[src/rtl/simon_stream_ctrl.sv]
// Byte-serial command/data controller between UART FIFOs and an iterative SIMON engine.
// Handles key load, block encrypt/decrypt, result streaming, timeouts and error replies.
module simon_stream_ctrl #(
  parameter int BLOCK_BYTES    = 8,
  parameter int KEY_BYTES      = 12,
  parameter int TIMEOUT_CYCLES = 10_000_000
) (
  input  logic                     clk_100MHz,
  input  logic                     reset,
  input  logic [7:0]               rx_data,
  input  logic                     rx_empty,
  output logic                     rd_uart,
  input  logic                     tx_full,
  output logic                     wr_uart,
  output logic [7:0]               tx_data,
  output logic                     cph_start,
  output logic                     cph_mode,
  output logic [8*KEY_BYTES-1:0]   cph_key,
  output logic [8*BLOCK_BYTES-1:0] cph_text,
  input  logic                     cph_done,
  input  logic [8*BLOCK_BYTES-1:0] cph_result,
  output logic                     key_valid,
  output logic                     busy,
  output logic [7:0]               err_count
);

  localparam int MAX_BYTES = (KEY_BYTES > BLOCK_BYTES) ? KEY_BYTES : BLOCK_BYTES;
  localparam int SH_W      = 8 * MAX_BYTES;
  localparam int KEY_W     = 8 * KEY_BYTES;
  localparam int BLK_W     = 8 * BLOCK_BYTES;
  localparam int CNT_W     = $clog2(MAX_BYTES + 1);
  localparam int TO_W      = $clog2(TIMEOUT_CYCLES + 1);

  localparam logic [7:0] CMD_K     = 8'h4B;
  localparam logic [7:0] CMD_E     = 8'h45;
  localparam logic [7:0] CMD_D     = 8'h44;
  localparam logic [7:0] RPL_ACK   = 8'h06;
  localparam logic [7:0] RPL_NOKEY = 8'h21;
  localparam logic [7:0] RPL_UNK   = 8'h3F;
  localparam logic [7:0] RPL_TMO   = 8'h15;

  typedef enum logic [2:0] {
    S_IDLE, S_DISPATCH, S_LOAD_KEY, S_LOAD_TEXT, S_START, S_WAIT, S_SEND, S_REPLY
  } state_t;

  state_t            state_reg, state_next;
  logic [7:0]        cmd_reg, cmd_next;
  logic [CNT_W-1:0]  cnt_reg, cnt_next;
  logic [TO_W-1:0]   to_reg, to_next;
  logic [SH_W-1:0]   shift_reg, shift_next;
  logic [KEY_W-1:0]  key_reg, key_next;
  logic              kv_reg, kv_next;
  logic [BLK_W-1:0]  text_reg, text_next;
  logic              mode_reg, mode_next;
  logic [BLK_W-1:0]  txsh_reg, txsh_next;
  logic [7:0]        reply_reg, reply_next;
  logic [7:0]        err_reg, err_next;
  logic              err_inc;
  logic              last_byte;
  logic [SH_W-1:0]   shifted;

  assign shifted   = {shift_reg[SH_W-9:0], rx_data};
  assign cph_key   = key_reg;
  assign cph_text  = text_reg;
  assign cph_mode  = mode_reg;
  assign key_valid = kv_reg;
  assign err_count = err_reg;
  assign busy      = (state_reg != S_IDLE);

  always_ff @(posedge clk_100MHz) begin
    if (reset) begin
      state_reg <= S_IDLE;
      cmd_reg   <= '0;
      cnt_reg   <= '0;
      to_reg    <= '0;
      shift_reg <= '0;
      key_reg   <= '0;
      kv_reg    <= 1'b0;
      text_reg  <= '0;
      mode_reg  <= 1'b0;
      txsh_reg  <= '0;
      reply_reg <= '0;
      err_reg   <= '0;
    end else begin
      state_reg <= state_next;
      cmd_reg   <= cmd_next;
      cnt_reg   <= cnt_next;
      to_reg    <= to_next;
      shift_reg <= shift_next;
      key_reg   <= key_next;
      kv_reg    <= kv_next;
      text_reg  <= text_next;
      mode_reg  <= mode_next;
      txsh_reg  <= txsh_next;
      reply_reg <= reply_next;
      err_reg   <= err_next;
    end
  end

  always_comb begin
    state_next = state_reg;
    cmd_next   = cmd_reg;
    cnt_next   = cnt_reg;
    to_next    = to_reg;
    shift_next = shift_reg;
    key_next   = key_reg;
    kv_next    = kv_reg;
    text_next  = text_reg;
    mode_next  = mode_reg;
    txsh_next  = txsh_reg;
    reply_next = reply_reg;
    err_inc    = 1'b0;
    rd_uart    = 1'b0;
    wr_uart    = 1'b0;
    tx_data    = 8'h00;
    cph_start  = 1'b0;
    last_byte  = (state_reg == S_LOAD_KEY) ? (cnt_reg == CNT_W'(KEY_BYTES - 1))
                                           : (cnt_reg == CNT_W'(BLOCK_BYTES - 1));
    case (state_reg)
      S_IDLE: begin
        if (!rx_empty) begin
          rd_uart    = 1'b1;
          cmd_next   = rx_data;
          state_next = S_DISPATCH;
        end
      end
      S_DISPATCH: begin
        cnt_next = '0;
        to_next  = '0;
        if (cmd_reg == CMD_K) begin
          state_next = S_LOAD_KEY;
        end else if (cmd_reg == CMD_E || cmd_reg == CMD_D) begin
          if (kv_reg) begin
            mode_next  = (cmd_reg == CMD_D);
            state_next = S_LOAD_TEXT;
          end else begin
            reply_next = RPL_NOKEY;
            err_inc    = 1'b1;
            state_next = S_REPLY;
          end
        end else begin
          reply_next = RPL_UNK;
          err_inc    = 1'b1;
          state_next = S_REPLY;
        end
      end
      S_LOAD_KEY, S_LOAD_TEXT: begin
        // Timeout wins over a byte arriving the same cycle; that byte stays queued.
        if (to_reg == TO_W'(TIMEOUT_CYCLES)) begin
          shift_next = '0;
          reply_next = RPL_TMO;
          err_inc    = 1'b1;
          state_next = S_REPLY;
        end else if (!rx_empty) begin
          rd_uart    = 1'b1;
          shift_next = shifted;
          cnt_next   = cnt_reg + CNT_W'(1);
          to_next    = '0;
          if (last_byte) begin
            if (state_reg == S_LOAD_KEY) begin
              key_next   = shifted[KEY_W-1:0];
              kv_next    = 1'b1;
              reply_next = RPL_ACK;
              state_next = S_REPLY;
            end else begin
              text_next  = shifted[BLK_W-1:0];
              state_next = S_START;
            end
          end
        end else begin
          to_next = to_reg + TO_W'(1);
        end
      end
      S_START: begin
        cph_start  = 1'b1;
        state_next = S_WAIT;
      end
      S_WAIT: begin
        if (cph_done) begin
          txsh_next  = cph_result;
          cnt_next   = '0;
          state_next = S_SEND;
        end
      end
      S_SEND: begin
        tx_data = txsh_reg[BLK_W-1 -: 8];
        if (!tx_full) begin
          wr_uart   = 1'b1;
          txsh_next = txsh_reg << 8;
          cnt_next  = cnt_reg + CNT_W'(1);
          if (cnt_reg == CNT_W'(BLOCK_BYTES - 1)) state_next = S_IDLE;
        end
      end
      S_REPLY: begin
        tx_data = reply_reg;
        if (!tx_full) begin
          wr_uart    = 1'b1;
          state_next = S_IDLE;
        end
      end
      default: state_next = S_IDLE;
    endcase
    err_next = (err_inc && err_reg != 8'hFF) ? err_reg + 8'd1 : err_reg;
  end

endmodule

[config.mk]
export PLATFORM = sky130hd
export DESIGN_NAME = simon_stream_ctrl
export DESIGN_NICKNAME = d
export VERILOG_FILES = /design/src/rtl/simon_stream_ctrl.sv
export SDC_FILE = /design/constraint.sdc
export NUM_CORES = 1
export LEC_CHECK = 0
export BUFFER_PORTS_ARGS = -buffer_cell sky130_fd_sc_hd__buf_2
export CORE_ASPECT_RATIO = 0.6
export CORE_MARGIN = 1
export CORE_UTILIZATION = 50
export DETAILED_ROUTE_END_ITERATION = 6
export PLACE_DENSITY = 0.76
export SLEW_MARGIN = 10
export SYNTH_ARGS = -nofsm -noshare
export SYNTH_HDL_FRONTEND = slang
export SYNTH_SLANG_ARGS = --single-unit
[constraint.sdc]
create_clock -name clk_100MHz -period 2.15 [get_ports clk_100MHz]
set_clock_uncertainty 0.2 [all_clocks]
set_input_delay 0.215 -clock clk_100MHz [delete_from_list [all_inputs] [get_ports clk_100MHz]]
set_output_delay 0.215 -clock clk_100MHz [all_outputs]
set_load 0.01 [all_outputs]
After elaboration in Yosys (flattened, before gate mapping)
Index checks and enable logic that the tools add are counted.
W data, S select, Z words.
{"block": "word_totals", "word_cells": 112, "reg_bits": 369}
{"block": "op_classes", "n_mux": 47, "n_addsub": 3, "n_bitwise": 4, "reduce_logical": 19, "eq_ne": 27}
{"op": "$mux W88", "n": 2}
{"op": "$mux W64", "n": 2}
{"op": "$pmux W64 S2", "n": 1}
{"op": "$mux W8", "n": 7}
{"op": "$mux W24", "n": 2}
{"op": "$pmux W24 S2", "n": 1}
{"op": "$mux W3", "n": 11}
{"op": "$pmux W8 S2", "n": 2}
{"op": "$add A24 B1 Y24 const B", "n": 1}
{"op": "$eq A24 B24 Y1 const B", "n": 1}
{"op": "$eq A8 B7 Y1 const B", "n": 3}
{"op": "$pmux W3 S7", "n": 1}
{"op": "$mux W4", "n": 4}
{"op": "$ne A2 B2 Y1 const B", "n": 8}
{"op": "$pmux W4 S4", "n": 1}
{"op": "$reduce_and A5 Y1", "n": 3}
{"op": "$eq A3 B3 Y1 const B", "n": 4}
{"op": "$ne A3 B3 Y1 const B", "n": 4}
{"op": "$mux W1", "n": 10}
{"op": "$add A8 B1 Y8 const B", "n": 1}
{"op": "$ne A8 B8 Y1 const B", "n": 1}
{"op": "$reduce_and A7 Y1", "n": 1}
{"op": "$eq A3 B2 Y1 const B", "n": 2}
{"op": "$reduce_and A2 Y1", "n": 3}
{"op": "18 further kinds", "n": 24}

Longest topological paths before layout
{"block": "logic_depth", "depth_word": 6, "mapped_depth": 10, "mapped_depth_nobuf": 7}

Least setup slack after synthesis
OpenSTA, ideal clock, no wires.
{"block": "synth_path", "path_type": "register to register", "startpoint": "register to_reg[0]", "endpoint": "register shift_reg[1]", "slack_ns": -0.150, "required_ns": 1.879, "period_less_slack_ns": 2.300, "arrival_time_ns": 2.030, "path_stages_with_launch": 11, "setup_ns": 0.071, "cell_sequence": "dfxtp_1 > inv_1 > ha_1 > and3b_1 > and4_1 > buf_4 > a211oi_2 > buf_2 > buf_2 > nand2_1 > a21oi_1"}
{"block": "synth_via", "elab_chain_cells": 3, "word_cells_on_any_way": 4}
{"item": "start, declared", "line_no": "49", "text": "logic [TO_W-1:0] to_reg, to_next;"}
{"item": "start signal, assigned", "line_no": "88", "text": "to_reg <= to_next;"}
{"item": "$eq A24 B24 Y1 *", "line_no": "149", "text": "if (to_reg == TO_W'(TIMEOUT_CYCLES)) begin"}
{"item": "$ne A2 B1 Y1 (no line)"}
{"item": "$reduce_and A2 Y1 (no line)"}
{"item": "end signal, assigned", "line_no": "89", "text": "shift_reg <= shift_next;"}
{"item": "end, declared", "line_no": "50", "text": "logic [SH_W-1:0] shift_reg, shift_next;"}
Mark *: on every way between the ends. The rest lies on a longest branch, timed or not.
A chain may end at the register's enable or synchronous reset.

Worst setup path in the final report
{"block": "layout_path", "startpoint": "register to_reg[5]", "endpoint": "register shift_reg[55]"}
Same word-level chain as after synthesis.

==> impl_metrics.py <==
metrics = {
    "run_status": {
        "status": "finished, violations left",
        "failed_checks": "design-rule violations, negative setup slack",
    },
    "drt": {
        "postRouteAntennaNets": 0,
        "wl_per_cell_um": 21.3,
        "post-route-drc-count": 11,
        "drtIter0Drc": 1970,
        "wl_um": 53800,
        "routed_via_density": 5.94,
        "dr_total_vias": 15000,
        "drt_first_pass_iters": 7,
    },
    "die": {
        "die_x_um": 220,
        "dieArea_sq_mm": 0.0292,
        "rows": 47,
        "core-area_sq_mm": 0.0278,
        "die_height_um": 133,
        "io_pins": 259,
        "initial_core_util": 0.513,
    },
    "cts": {
        "worstSkewPairLatency_ns": 0.53,
        "cts_buffers": 35,
        "cts_tree": "yes",
        "htreeDepth": 2,
        "clock-sinks": 367,
        "clockBufferDepth": 3,
        "root_buffer": "clkbuf_16",
        "clk_pin_slew_ns": 0.07,
    },
    "synthesis": {
        "synth_top_cell_area_share": 0.515,
        "synthesis.nets": 1805,
        "yosys_register_bits": 367,
        "netlist_area_sq_mm": 0.0143,
        "synthCells": 1724,
        "synth_edf_count": 0,
        "synth_top_area_cell": "dfxtp_1",
        "synthTopCellsByArea": "dfxtp_1 (52%), nand2_1 (12%), a21oi_1 (9.4%)",
        "synth_area_per_cell_sq_um": 8.27,
        "yosys_warnings": 0,
        "yosysSeqAreaShare": 0.515,
        "synth.distinct_cells": 64,
        "async_reset_ff_frac": 0,
        "synth_flop_cell": "dfxtp_1",
    },
    "worst_setup_path": {
        "slowest_delay_ns": 0.58,
        "path_class": "register to register",
        "slowest_stage": "or4_4",
        "startpoint_type": "register",
        "end_kind": "register",
        "critPathTopFamily": "buffers and inverters",
        "path_max_fanout": 8,
        "crit_path_cell_trace": "or4_4 > nor2_8 > buf_12 > buf_4 > a21oi_4 > buf_4 > buf_6 > buf_16 > o21ai_0 > a21oi_1",
        "cpMostUsedCell": "buf_4",
        "critical_path_buf_inv_count": 5,
        "crit_required_ns": 2.35,
        "cp.arrival_ns": 2.74,
    },
    "grt": {
        "busiest_layer": "met2",
        "grt_overflow": 0,
        "groute.layer.met1.usage": 0.464,
        "grt_pass1_wl_um": 74600,
        "grt_util_all_layers": 0.323,
        "antenna_found_initial": 0,
        "met2_usage": 0.490,
        "grt_util_met3": 0.0561,
        "grt_pass1_vias": 13600,
        "grt_start_max_net_pins": 103,
    },
    "layout": {
        "largest_reg_flops": 96,
        "nFillCells": 1757,
        "final_cell_mix": "dfxtp_1 (359), nand2_1 (314), buf_2 (256)",
        "final_common_cell": "dfxtp_1",
        "fin_nets": 2221,
        "multiInputGateArea_sq_mm": 0.00771,
        "area_delta_synth_final_pct": 49.2,
        "seq_area_sq_mm": 0.00736,
        "antenna_cells": 0,
        "drive_above_1_share": 0.364,
    },
    "timing": {
        "slew_headroom": 0.566,
        "finalWorstSetupSlack_ns": -0.389,
        "rsz0062_at_grt": "true",
        "period_minus_slack_ns": 2.54,
        "setup_tns_ns": -72.90,
        "fmax_ghz": 0.394,
        "holdWs_ns": 0.153,
        "fin_crit_sh": 1.18,
        "slew_violations": 0,
        "timing.final.hold_violations": 0,
        "worst_slew_pin_slew_ns": 0.651,
        "finalSetupViolations": 298,
    },
    "place": {
        "post-place-ws_ns": -0.258,
        "dp_hpwl_um": 27100,
        "portBuffers": 258,
        "place_congestion": 0.869,
    },
    "power": {
        "p_leak_nw": 8.76,
        "ir_drop_mv": 0.529,
        "power_density_mw_per_mm2": 809,
    },
    "min_path": {
        "hp-class": "input pin to register",
    },
    "flow_run": {
        "cap_violations": 0,
    },
}
## tightest hold or removal path: stages
cell     delay [ns]
buf_2          0.24
o31ai_2        0.20
a21oi_1        0.17
## power by group
| group | leakage [nW] | switching, mW | internal (mW) |
|---|---|---|---|
| Sequential | 2.97 | 0.316 | 7.16 |
| Combinational | 5.24 | 2.06 | 1.48 |
| Clock | 0.554 | 2.79 | 3.41 |
## stage by stage
step	total power, mW	utilization	std cells	cell area [sq um]
3_3_place_gp	10.5	0.593	2311	16500
4_1_cts	16.9	0.712	2502	19800
6_report	17.2	0.765	2531	21300
5_1_grt	17.8	0.765	2531	21300
2_1_floorplan	9.50	-	1724	14300
3_5_place_dp	10.6	0.593	2311	16500
## timing repair
item	4_1_cts	5_1_grt
gates cloned	26	11
resized for setup	130	346
hold endpoints to repair	108	0
hold buffers	74	0
endpoints found under the setup margin	321	347
pin swaps	44	201
buffers inserted	30	23
## final timing paths
kind,start,to,slack (ns),depth (start not counted)
max,to_reg[5]$_SDFFE_PP0P_,shift_reg[55]$_SDFFE_PP0P_,-0.39,10
min,rx_empty,to_reg[2]$_SDFFE_PP0P_,0.15,3
max reg2reg,to_reg[5]$_SDFFE_PP0P_,shift_reg[55]$_SDFFE_PP0P_,-0.39,10
min reg2reg,cph_text[53]$_SDFFE_PP0P_,cph_text[53]$_SDFFE_PP0P_,0.25,2
## cells by family (layout without fill, tap and decap cells)
group | count (synthesis) | after routing | synth area share
AO/OA/AOI/OAI | 470 | 470 | 0.185
flip-flops | 367 | 367 | 0.515
multiplexers | 76 | 76 | 0.0536
adder cells (fa/ha/maj) | 4 | 4 | 0.00351
AND/OR/NAND/NOR | 643 | 643 | 0.189
buffers and inverters | 148 | 588 | 0.0434
XOR/XNOR | 16 | 16 | 0.00983
## per-layer routing
metal  wire length [um]  vias to the layer above
li1                   -                     6742
met1              21800                     7144
met2              24300                      960
met3               5620                      188
met4               2030                        0
met5                  0                        -
## synthesized netlist by cell type, types with 4 or more instances
library cell,number
xor2_1,10
nor4_1,8
and4_1,4
nand4_1,10
nand3_1,15
nand2_1,440
mux2i_1,73
o31ai_1,5
ha_1,4
nor4b_1,4
buf_1,10
buf_6,4
a211oi_1,59
a22oi_1,9
and3_1,4
o21ai_0,101
nor3_1,5
inv_1,12
a21oi_1,267
or4_1,4
or3_1,7
xnor2_1,6
nor2_1,114
a31oi_1,4
nor2b_1,6
dfxtp_1,367
buf_2,21
clkbuf_1,98
## cell type report
class / instances / area share
Clock buffer: 45 / 0.0448
Multi-Input combinational cell: 1209 / 0.362
Timing Repair Buffer: 514 / 0.216
Inverter: 13 / 0.00229
Sequential cell: 367 / 0.346
Tap cell: 367 / 0.0216
Clock inverter: 16 / 0.00694
Note: power is estimated with default switching activity, not from simulation.
